$ cat src/rtl/dmem_port_arbiter.sv
// Shares the data RAM's single read/write port between the MEM stage (priority)
// and the debug unit, which is granted when the CPU idles or after a bounded wait.
module dmem_port_arbiter #(
    parameter int ADDR_W     = 8,
    parameter int DATA_W     = 32,
    parameter int STARVE_MAX = 4
) (
    input  logic              clk,
    input  logic              rst_n,
    input  logic              cpu_read,
    input  logic              cpu_write,
    input  logic [31:0]       cpu_addr,
    input  logic [DATA_W-1:0] cpu_wdata,
    output logic [DATA_W-1:0] cpu_rdata,
    output logic              cpu_stall,
    input  logic              dbg_req,
    input  logic              dbg_we,
    input  logic [ADDR_W-1:0] dbg_addr,
    input  logic [DATA_W-1:0] dbg_wdata,
    output logic              dbg_ack,
    output logic [DATA_W-1:0] dbg_rdata,
    output logic              ram_we,
    output logic [ADDR_W-1:0] ram_a,
    output logic [DATA_W-1:0] ram_d,
    input  logic [DATA_W-1:0] ram_spo
);
    localparam int SW = $clog2(STARVE_MAX + 1);
    localparam logic [SW-1:0] CNT_MAX = SW'(STARVE_MAX);

    typedef enum logic {ARB, DBG} state_t;

    state_t            r_state, w_next;
    logic [SW-1:0]     r_starve;
    logic              r_ack;
    logic [DATA_W-1:0] r_rdata;
    logic              r_we_q;
    logic [ADDR_W-1:0] r_addr_q;
    logic [DATA_W-1:0] r_wdata_q;

    logic              w_cpu_active;
    logic              w_pending;
    logic              w_grant;
    logic              w_we;

    assign w_cpu_active = cpu_read | cpu_write;
    // A request seen in its own ack cycle is stale and must not be granted or counted.
    assign w_pending    = dbg_req & ~r_ack;
    assign w_grant      = (r_state == ARB) & w_pending & (~w_cpu_active | (r_starve == CNT_MAX));

    always_ff @(posedge clk or negedge rst_n) begin
        if (!rst_n) r_state <= ARB;
        else        r_state <= w_next;
    end

    always_comb begin
        w_next    = r_state;
        ram_a     = cpu_addr[ADDR_W+1:2];
        ram_d     = cpu_wdata;
        w_we      = cpu_write & ~cpu_read;
        cpu_stall = 1'b0;
        case (r_state)
            ARB: if (w_grant) w_next = DBG;
            DBG: begin
                w_next    = ARB;
                ram_a     = r_addr_q;
                ram_d     = r_wdata_q;
                w_we      = r_we_q;
                cpu_stall = w_cpu_active;
            end
            default: w_next = ARB;
        endcase
    end

    // Write enable is gated by reset so an aborted debug write never lands.
    assign ram_we    = w_we & rst_n;
    assign cpu_rdata = ram_spo;
    assign dbg_ack   = r_ack;
    assign dbg_rdata = r_rdata;

    always_ff @(posedge clk or negedge rst_n) begin
        if (!rst_n) begin
            r_starve  <= '0;
            r_ack     <= 1'b0;
            r_rdata   <= '0;
            r_we_q    <= 1'b0;
            r_addr_q  <= '0;
            r_wdata_q <= '0;
        end else begin
            r_ack <= (r_state == DBG);
            if (r_state == DBG && !r_we_q)
                r_rdata <= ram_spo;
            if (w_grant) begin
                r_we_q    <= dbg_we;
                r_addr_q  <= dbg_addr;
                r_wdata_q <= dbg_wdata;
            end
            if (w_grant || !dbg_req)
                r_starve <= '0;
            else if (r_state == ARB && w_pending && w_cpu_active && r_starve != CNT_MAX)
                r_starve <= r_starve + SW'(1);
        end
    end
endmodule

$ cat config.mk
export PLATFORM = sky130hd
export DESIGN_NAME = dmem_port_arbiter
export DESIGN_NICKNAME = d
export VERILOG_FILES = /design/src/rtl/dmem_port_arbiter.sv
export SDC_FILE = /design/constraint.sdc
export NUM_CORES = 1
export LEC_CHECK = 0
export ABC_AREA = 1
export ABC_CLOCK_PERIOD_IN_PS = 1400
export CAP_MARGIN = 20
export CORE_UTILIZATION = 33
export DETAILED_ROUTE_END_ITERATION = 8
export PLACE_DENSITY = 0.87
export SYNTH_ARGS = -nofsm -noshare
export SYNTH_HDL_FRONTEND = slang
export SYNTH_SLANG_ARGS = --single-unit
$ cat constraint.sdc
create_clock -name clk -period 1.4 [get_ports clk]
set_clock_uncertainty 0.2 [all_clocks]
set_input_delay 0.28 -clock clk [delete_from_list [all_inputs] [get_ports clk]]
set_output_delay 0.28 -clock clk [all_outputs]
set_load 0.01 [all_outputs]
After elaboration in Yosys (flattened, before gate mapping). Index checks and enable logic that the tools add are counted. Widths: inputs -> output; s select.

Word-level logic and storage cells: 37. Bits of input ports: 142. Register bits: 78. Output and inout port bits: 107.

Equal/unequal tests: 2. Bitwise gates (word level): 11. Reductions and logical operators: 8. Multiplexer cells: 8. $add $sub $neg: 1.

Operators with widths (count): $mux 32 (1); $mux 8 (1); $mux 3 (2); $and 1x1->1 (5); $logic_and 1x1->1 (4); $not 1->1 (4); $add 3x1->3 const B (1); $eq 3x3->1 const B (1); $mux 1 (3); $ne 3x3->1 const B (1); $logic_not 1->1 (2); $or 1x1->1 (2); $pmux 1 s2 (1); $reduce_bool 2->1 (1); $logic_or 1x1->1 (1).

Depth between registers and ports, before layout. Gate-level depths: netlist of run 1.

Depth in word-level cells: 7. Mapped depth: 9. Mapped depth without buffers: 8.

Worst setup path before layout of run 1. Ideal clock, no wire load.

Path type: register to output. Start: register r_state. End: output ram_d[17]. Cell stages (with the launch flop): 6. Arrival time: 1.012 ns. Buffers on the path: 2. Required time: 0.920 ns. Setup slack: -0.092 ns. Cell sequence: dfrtp_1 -> buf_2 -> inv_4 -> clkbuf_1 -> nand2_1 -> nand2_1.

Word-level cells in the longest chain between the ends: 1.

RTL lines: start: declaration (RTL line 32) `state_t r_state, w_next;`; start signal: assignment (RTL line 52) `else r_state <= w_next;`; $mux 32 (RTL line 61) `case (r_state)`; end: declaration (RTL line 24) `output logic [DATA_W-1:0] ram_d,`.

No other way between the ends.

Worst setup path after layout of run 1.
Start: register r_state. End: output ram_d[25].

Same word-level chain as after synthesis.

==> results of run 1 <==
[repair_timing]
item / CTS / global route
gates resized for setup: 563 / 199
cloned: 20 / 1
pin swaps: 39 / 43
setup buffers: 27 / 10
setup endpoints to repair: 184 / 128
endpoints found under the hold margin: 78 / 0
hold buffers: 1 / 0
[layer usage]
| metal | track usage (%) | up-vias | share of wire [%] |
|---|---|---|---|
| met3 | 6.097 | 31 | 7.6 |
| met5 | 0 | - | 0 |
| met1 | 27.15 | 2017 | 37 |
| met4 | 10.04 | 0 | 2.7 |
| li1 | - | 1996 | - |
| met2 | 46.68 | 187 | 53 |
[through the flow]
step / power [mW] / setup TNS (ns)
after floorplan: 4.025 / -0.8946
after global placement: 5.436 / -49.61
after detailed placement: 5.514 / -51.49
after CTS: 8.121 / -43.44
after global routing: 8.965 / -51.13
final: 8.525 / -43.11
[worst paths after layout]
check                      depth (start not counted)          start            end  slack [ns]
setup / recovery                                   7        r_state      ram_d[25]       -0.54
hold / removal                                     3    ram_spo[17]  dbg_rdata[17]      -0.009
setup reg to reg                                  11        r_state  r_wdata_q[17]       -0.51
hold reg to reg                                    2  dbg_rdata[28]  dbg_rdata[28]        0.27
max in group asynchronous                          4          rst_n        r_state        0.13
min in group asynchronous                          3          rst_n  r_wdata_q[27]        0.23
[flip-flops by register name, indices dropped and copies added, names as in the netlist]
| register | cells |
|---|---|
| dbg_rdata | 32 |
| r_wdata_q | 32 |
| r_addr_q | 8 |
| r_starve | 3 |
| dbg_ack | 1 |
| r_state | 1 |
| r_we_q | 1 |
[cell families (layout without fill, tap and decap cells)]
logic type	count (synthesis)	count (layout)
simple gates	362	362
flops	78	78
buf+inv	64	325
fa+ha+maj	2	2
compound gates	2	2
[synthesized netlist by cell type]
| master | instances |
|---|---|
| buf_4 | 32 |
| nand2_4 | 1 |
| nor2b_1 | 1 |
| a21oi_1 | 1 |
| clkbuf_1 | 8 |
| nor2_2 | 1 |
| nand2_1 | 350 |
| ha_1 | 2 |
| inv_4 | 1 |
| nor2_4 | 1 |
| nand4_1 | 1 |
| buf_6 | 4 |
| nand2_2 | 1 |
| o21ai_1 | 1 |
| buf_2 | 11 |
| dfrtp_1 | 78 |
| inv_1 | 7 |
| clkinv_4 | 1 |
| nor2_1 | 6 |
[layout make-up]
cell class | count | area [um^2]
clock inverters | 3 | 67.56
fillers | 813 | 3281
clock buffers | 13 | 250.2
flip-flops and latches | 78 | 1953
repair buffers | 300 | 3022
inverters | 9 | 51.30
multi-input cells | 366 | 2183
well taps | 140 | 175.2
[worst max-delay path, delay by kind of cell, from the launching register on]
kind / cells / cell delay, ns
AND/OR/NAND/NOR: 2 / 0.11
buffers and inverters: 5 / 0.58
flip-flops: 1 / 0.43
[power breakdown]
part / internal [mW] / leakage, nW / total (mW) / switching (mW)
registers: 2.81 / 0.967 / 3.29 / 0.486
logic: 1.43 / 3.02 / 2.71 / 1.28
clock network: 1.61 / 0.150 / 2.52 / 0.906
==> impl_results.md, run 1 <==
- Synth top area cells: dfrtp_1 52%, nand2_1 35%, buf_4 6.4%
- Worst slew pin tran: 0.4181 ns
- Synth top area share: 51.60%
- Clk slew on worst S/H paths: 0.06 ns
- Placer Congestion: roughly 0.76
- Commonest non-fill, non-tap cell in the layout: nand2_1
- Dpl hpwl: 8268 um
- Pleak: 4.138 nW
- Post-synthesis compound-gate area fraction: 0.2646%
- Total I/O pin count: 249
- Worst-Skew Late Latency: 0.33 ns
- Worst setup path category: register to output port
- Crit path capture type: output port
- Max incr delay on CP: 0.43 ns
- CP max-delay cell: dfrtp_2
- Via count: 4231
- Post-route DRC: 0
- Hold Crit Class: input pin to register
- Unrepaired setup endpoints after global routing: yes
- Initial antenna violation count: 0
- DRT antenna net count: 0
- Die area: 0.01189 mm^2
- Most common cell type on the critical path: buf_12
- # setup viols final: roughly 120
- PortBufs: ~220
- Fin util: 70.13%
- Synth Area in Adders: 0.6616%
- Die width: 109.1 um
- Worst Hold Margin: -0.008657 ns
- Layout cells sized above 1: 52.02%
- Fin. Hold Viols: 1
- Synth area leader: dfrtp_1
- Worst setup margin: -0.5373 ns
- Vias/cell: 4.655
- Failing checks: hold timing, setup timing
- Fin crit share: 138.4%
- PD cells: 1107 mW/mm^2
- Yosys cell types: 19
- Seq/Total Area, Yosys: 51.60%
- Average cell area after synthesis: 7.446 um^2
- H-tree levels: 3
- CP startpoint kind: register
- Crit path cell chain: inv_4 -> buf_12 -> buf_12 -> buf_12 -> nand2_2 -> nand2_1 -> buf_2
- N_diodes: 0
- #FFs+latches synth: 78
- Placed standard-cell area: about 0.006 mm^2
- Post-layout instance area: 0.007702 mm^2
- Vias in the first global route: 4374
- Synthesized area: 0.003782 mm^2
- Xor and xnor area share after synthesis: 0%
- CTS Sinks: 78
- Global route total overflow: 0
- Die Ht: 109.1 um
- Fin crit period: 1.937 ns
- Initial Util: 34.44%
- Post-Layout Cell Count: 909
- Starting DRC count in detailed routing: 172
- Max_cap viols: 0
- Run status: finished, violations left
- Routed WL: 15800 um
- Pre-CTS WS: -0.5986 ns
- Required time worst endpoint: 0.92 ns
- DR pass1 iterations: 4
- Cells after DPL: 847
- Most frequent cells in the layout: 161 x nand2_1, 142 x nand2_2, 99 x buf_2, 96 x clkdlybuf4s50_1, 77 x dfrtp_1
- Rows: 38
- Max Buffers Root-to-Sink: 2
- Data arrival, critical path: 1.46 ns
- Final slew viol count: 0
- All-Layer GR Usage: 25.16%
- Largest net degree at the start of global routing: 72
- Syn nets: 652
- First-pass GRT wire length: 22020 um
- Post-Synth Simple-Gate Area: 36.59%
- CTS root buf: clkbuf_16
- Fmax: 0.5162 GHz
- Area delta synth->final: 103.6%
- Mapped Cells: 508
- Worst vdd ir: 692.0 uV
- Main combinational cell family by area after synthesis: simple AND/OR/NAND/NOR gates
- Critical path peak fanout: 5
- Mux cell area share after synthesis: 0%
- WL/cell: 17.38 um
- Yosys warnings: 0
- Rel. slew slack: 72.12%
- CTS tree: yes
- Nets: around 910
- Total core area: 0.01098 mm^2
- CTS Buf Count: 9
Note: power is estimated with default switching activity, not from simulation.
==> run 2: changes to the inputs <==
--- a/config.mk
+++ b/config.mk
@@ -8,9 +8,12 @@
 export ABC_AREA = 1
 export ABC_CLOCK_PERIOD_IN_PS = 1400
 export CAP_MARGIN = 20
-export CORE_UTILIZATION = 33
+export CORE_AREA = 2 2 95 97
 export DETAILED_ROUTE_END_ITERATION = 8
-export PLACE_DENSITY = 0.87
+export DIE_AREA = 0 0 97 99
+export DONT_BUFFER_PORTS = 1
+export PLACE_DENSITY = 0.7
+export SLEW_MARGIN = 20
 export SYNTH_ARGS = -nofsm -noshare
 export SYNTH_HDL_FRONTEND = slang
 export SYNTH_SLANG_ARGS = --single-unit
==> impl_results.md, run 2 (synthesis gave the netlist of run 1 again) <==
- CTS tree: yes
- Fin crit period: 1.791 ns
- PD cells: 1139 mW/mm^2
- Die Ht: 99 um
- Post-layout instance area: 0.005632 mm^2
- Commonest non-fill, non-tap cell in the layout: nand2_1
- Max incr delay on CP: about 0.5 ns
- Fmax: 0.5584 GHz
- Pre-CTS WS: -0.1484 ns
- Via count: 3442
- Initial antenna violation count: 0
- Rows: 34
- Total I/O pin count: 249
- N_diodes: 0
- FILL cells: about 630
- Initial Util: around 44%
- CTS root buf: clkbuf_8
- Failing checks: hold timing, setup timing
- CTS Buf Count: 9
- # setup viols final: 119
- Nets: 723
- Global route total overflow: 0
- Most frequent cells in the layout: 229 x nand2_1, 93 x nand2_2, 77 x dfrtp_1, 74 x dlygate4sd3_1, 30 x nand2_4
- Placed standard-cell area: around 0.0038 mm^2
- Rel. slew slack: 83.74%
- Data arrival, critical path: 1.31 ns
- Total core area: about 0.0086 mm^2
- Crit path capture type: output port
- Highest routed metal layer: met4
- DRT antenna net count: 0
- CTS Sinks: between 70 and 80
- WL/cell: 17.66 um
- Routed WL: around 12000 um
- All-Layer GR Usage: between 20 and 25%
- Hold buffer count at cts: 74
- Layout cells sized above 1: 33.05%
- Vias in the first global route: 3602
- Unrepaired setup endpoints after global routing: yes
- Pleak: 2.969 nW
- Worst vdd ir: 683.7 uV
- Max Buffers Root-to-Sink: 2
- CP max-delay cell: dfrtp_2
- Worst-Skew Late Latency: roughly 0.34 ns
- Crit path cell chain: inv_6 -> clkbuf_16 -> nand2_1 -> nand2_2
- Post-route DRC: 0
- Area delta synth->final: 48.89%
- Fin crit share: 127.9%
- Die area: 0.009603 mm^2
- Die width: 97 um
- CP startpoint kind: register
- DR pass1 iterations: 4
- First-pass GRT wire length: 17060 um
- Placer Congestion: 0.7870
- Fin. Hold Viols: 78
- Largest net degree at the start of global routing: 80
- Metal3 WL: roughly 870 um
- Starting DRC count in detailed routing: 150
- Worst Hold Margin: -0.5787 ns
- Hold Crit Class: input pin to async pin
- Worst setup path category: register to output port
- Routed metal-1 wire length: 4479 um
- Dpl hpwl: 6249 um
- Buffers & Inverters on Critical Path: 2
- WL met2: 6573 um
- Required time worst endpoint: slightly above 0.9 ns
- Clk slew on worst S/H paths: ~0.08 ns
- Critical path peak fanout: 5
- Max_cap viols: 0
- Worst slew pin tran: 0.2439 ns
- Final slew viol count: 0
- Cell family with most CP delay: flip-flops
- Worst setup margin: -0.3909 ns
- Run status: finished, violations left
- H-tree levels: 3
- Vias/cell: 4.974
- PortBufs: 0
==> run 2: layer usage <==
metal / global-route usage [%] / up-vias
li1: - / 1619
met1: 24.23 / 1589
met2: 42.20 / 210
met3: 5.887 / 24
met4: 8.559 / 0
met5: 0 / -
==> run 2: path summary, 6_finish.rpt <==
check / endpoint / start / cells after the start / slack, ns
setup / recovery: ram_d[18] / r_state / 4 / -0.39
hold / removal: r_wdata_q[20] / rst_n / 0 / -0.58
setup reg to reg: r_wdata_q[13] / r_state / 9 / -0.36
hold reg to reg: r_wdata_q[9] / r_wdata_q[9] / 2 / 0.29
max in group asynchronous: r_wdata_q[29] / rst_n / 0 / 1.44
min in group clk: r_starve[2] / cpu_read / 5 / 0.18
==> run 2: layout make-up <==
cell class	count	area [um^2]	area share, %
clock buffer	9	123.9	2.200
tap	108	135.1	2.399
timing repair buffer	114	1364	24.22
sequential	78	1953	34.68
inverter	9	53.80	0.9553
timing repair inverter	1	8.758	0.1555
multi-input combinational	366	1919	34.08
clock inverter	7	73.82	1.311
==> run 2: power breakdown <==
| group | internal (mW) | switching, mW | leakage (nW) |
|---|---|---|---|
| logic | 0.671 | 0.732 | 1.90 |
| clock network | 0.829 | 0.850 | 0.0996 |
| registers | 2.80 | 0.530 | 0.967 |
==> run 2: per-stage QoR <==
stage	std cells	utilization [%]	TNS [ns]	total power, mW
final	692	65.86	-29.84	6.412
after global routing	692	65.86	-37.38	6.798
after CTS	689	60.26	-26.95	6.220
after detailed placement	581	43.93	-6.175	4.197
after global placement	581	43.93	-5.140	4.141
after floorplan	508	-	-0.8946	4.025
==> run 2: what timing repair did <==
| action | CTS | global route |
|---|---|---|
| pin swaps | 2 | 34 |
| cloned | 6 | 9 |
| setup endpoints to repair | 119 | 120 |
| resized for setup | 59 | 143 |
| endpoints found under the hold margin | 154 | 78 |
| buffers inserted | 12 | 3 |
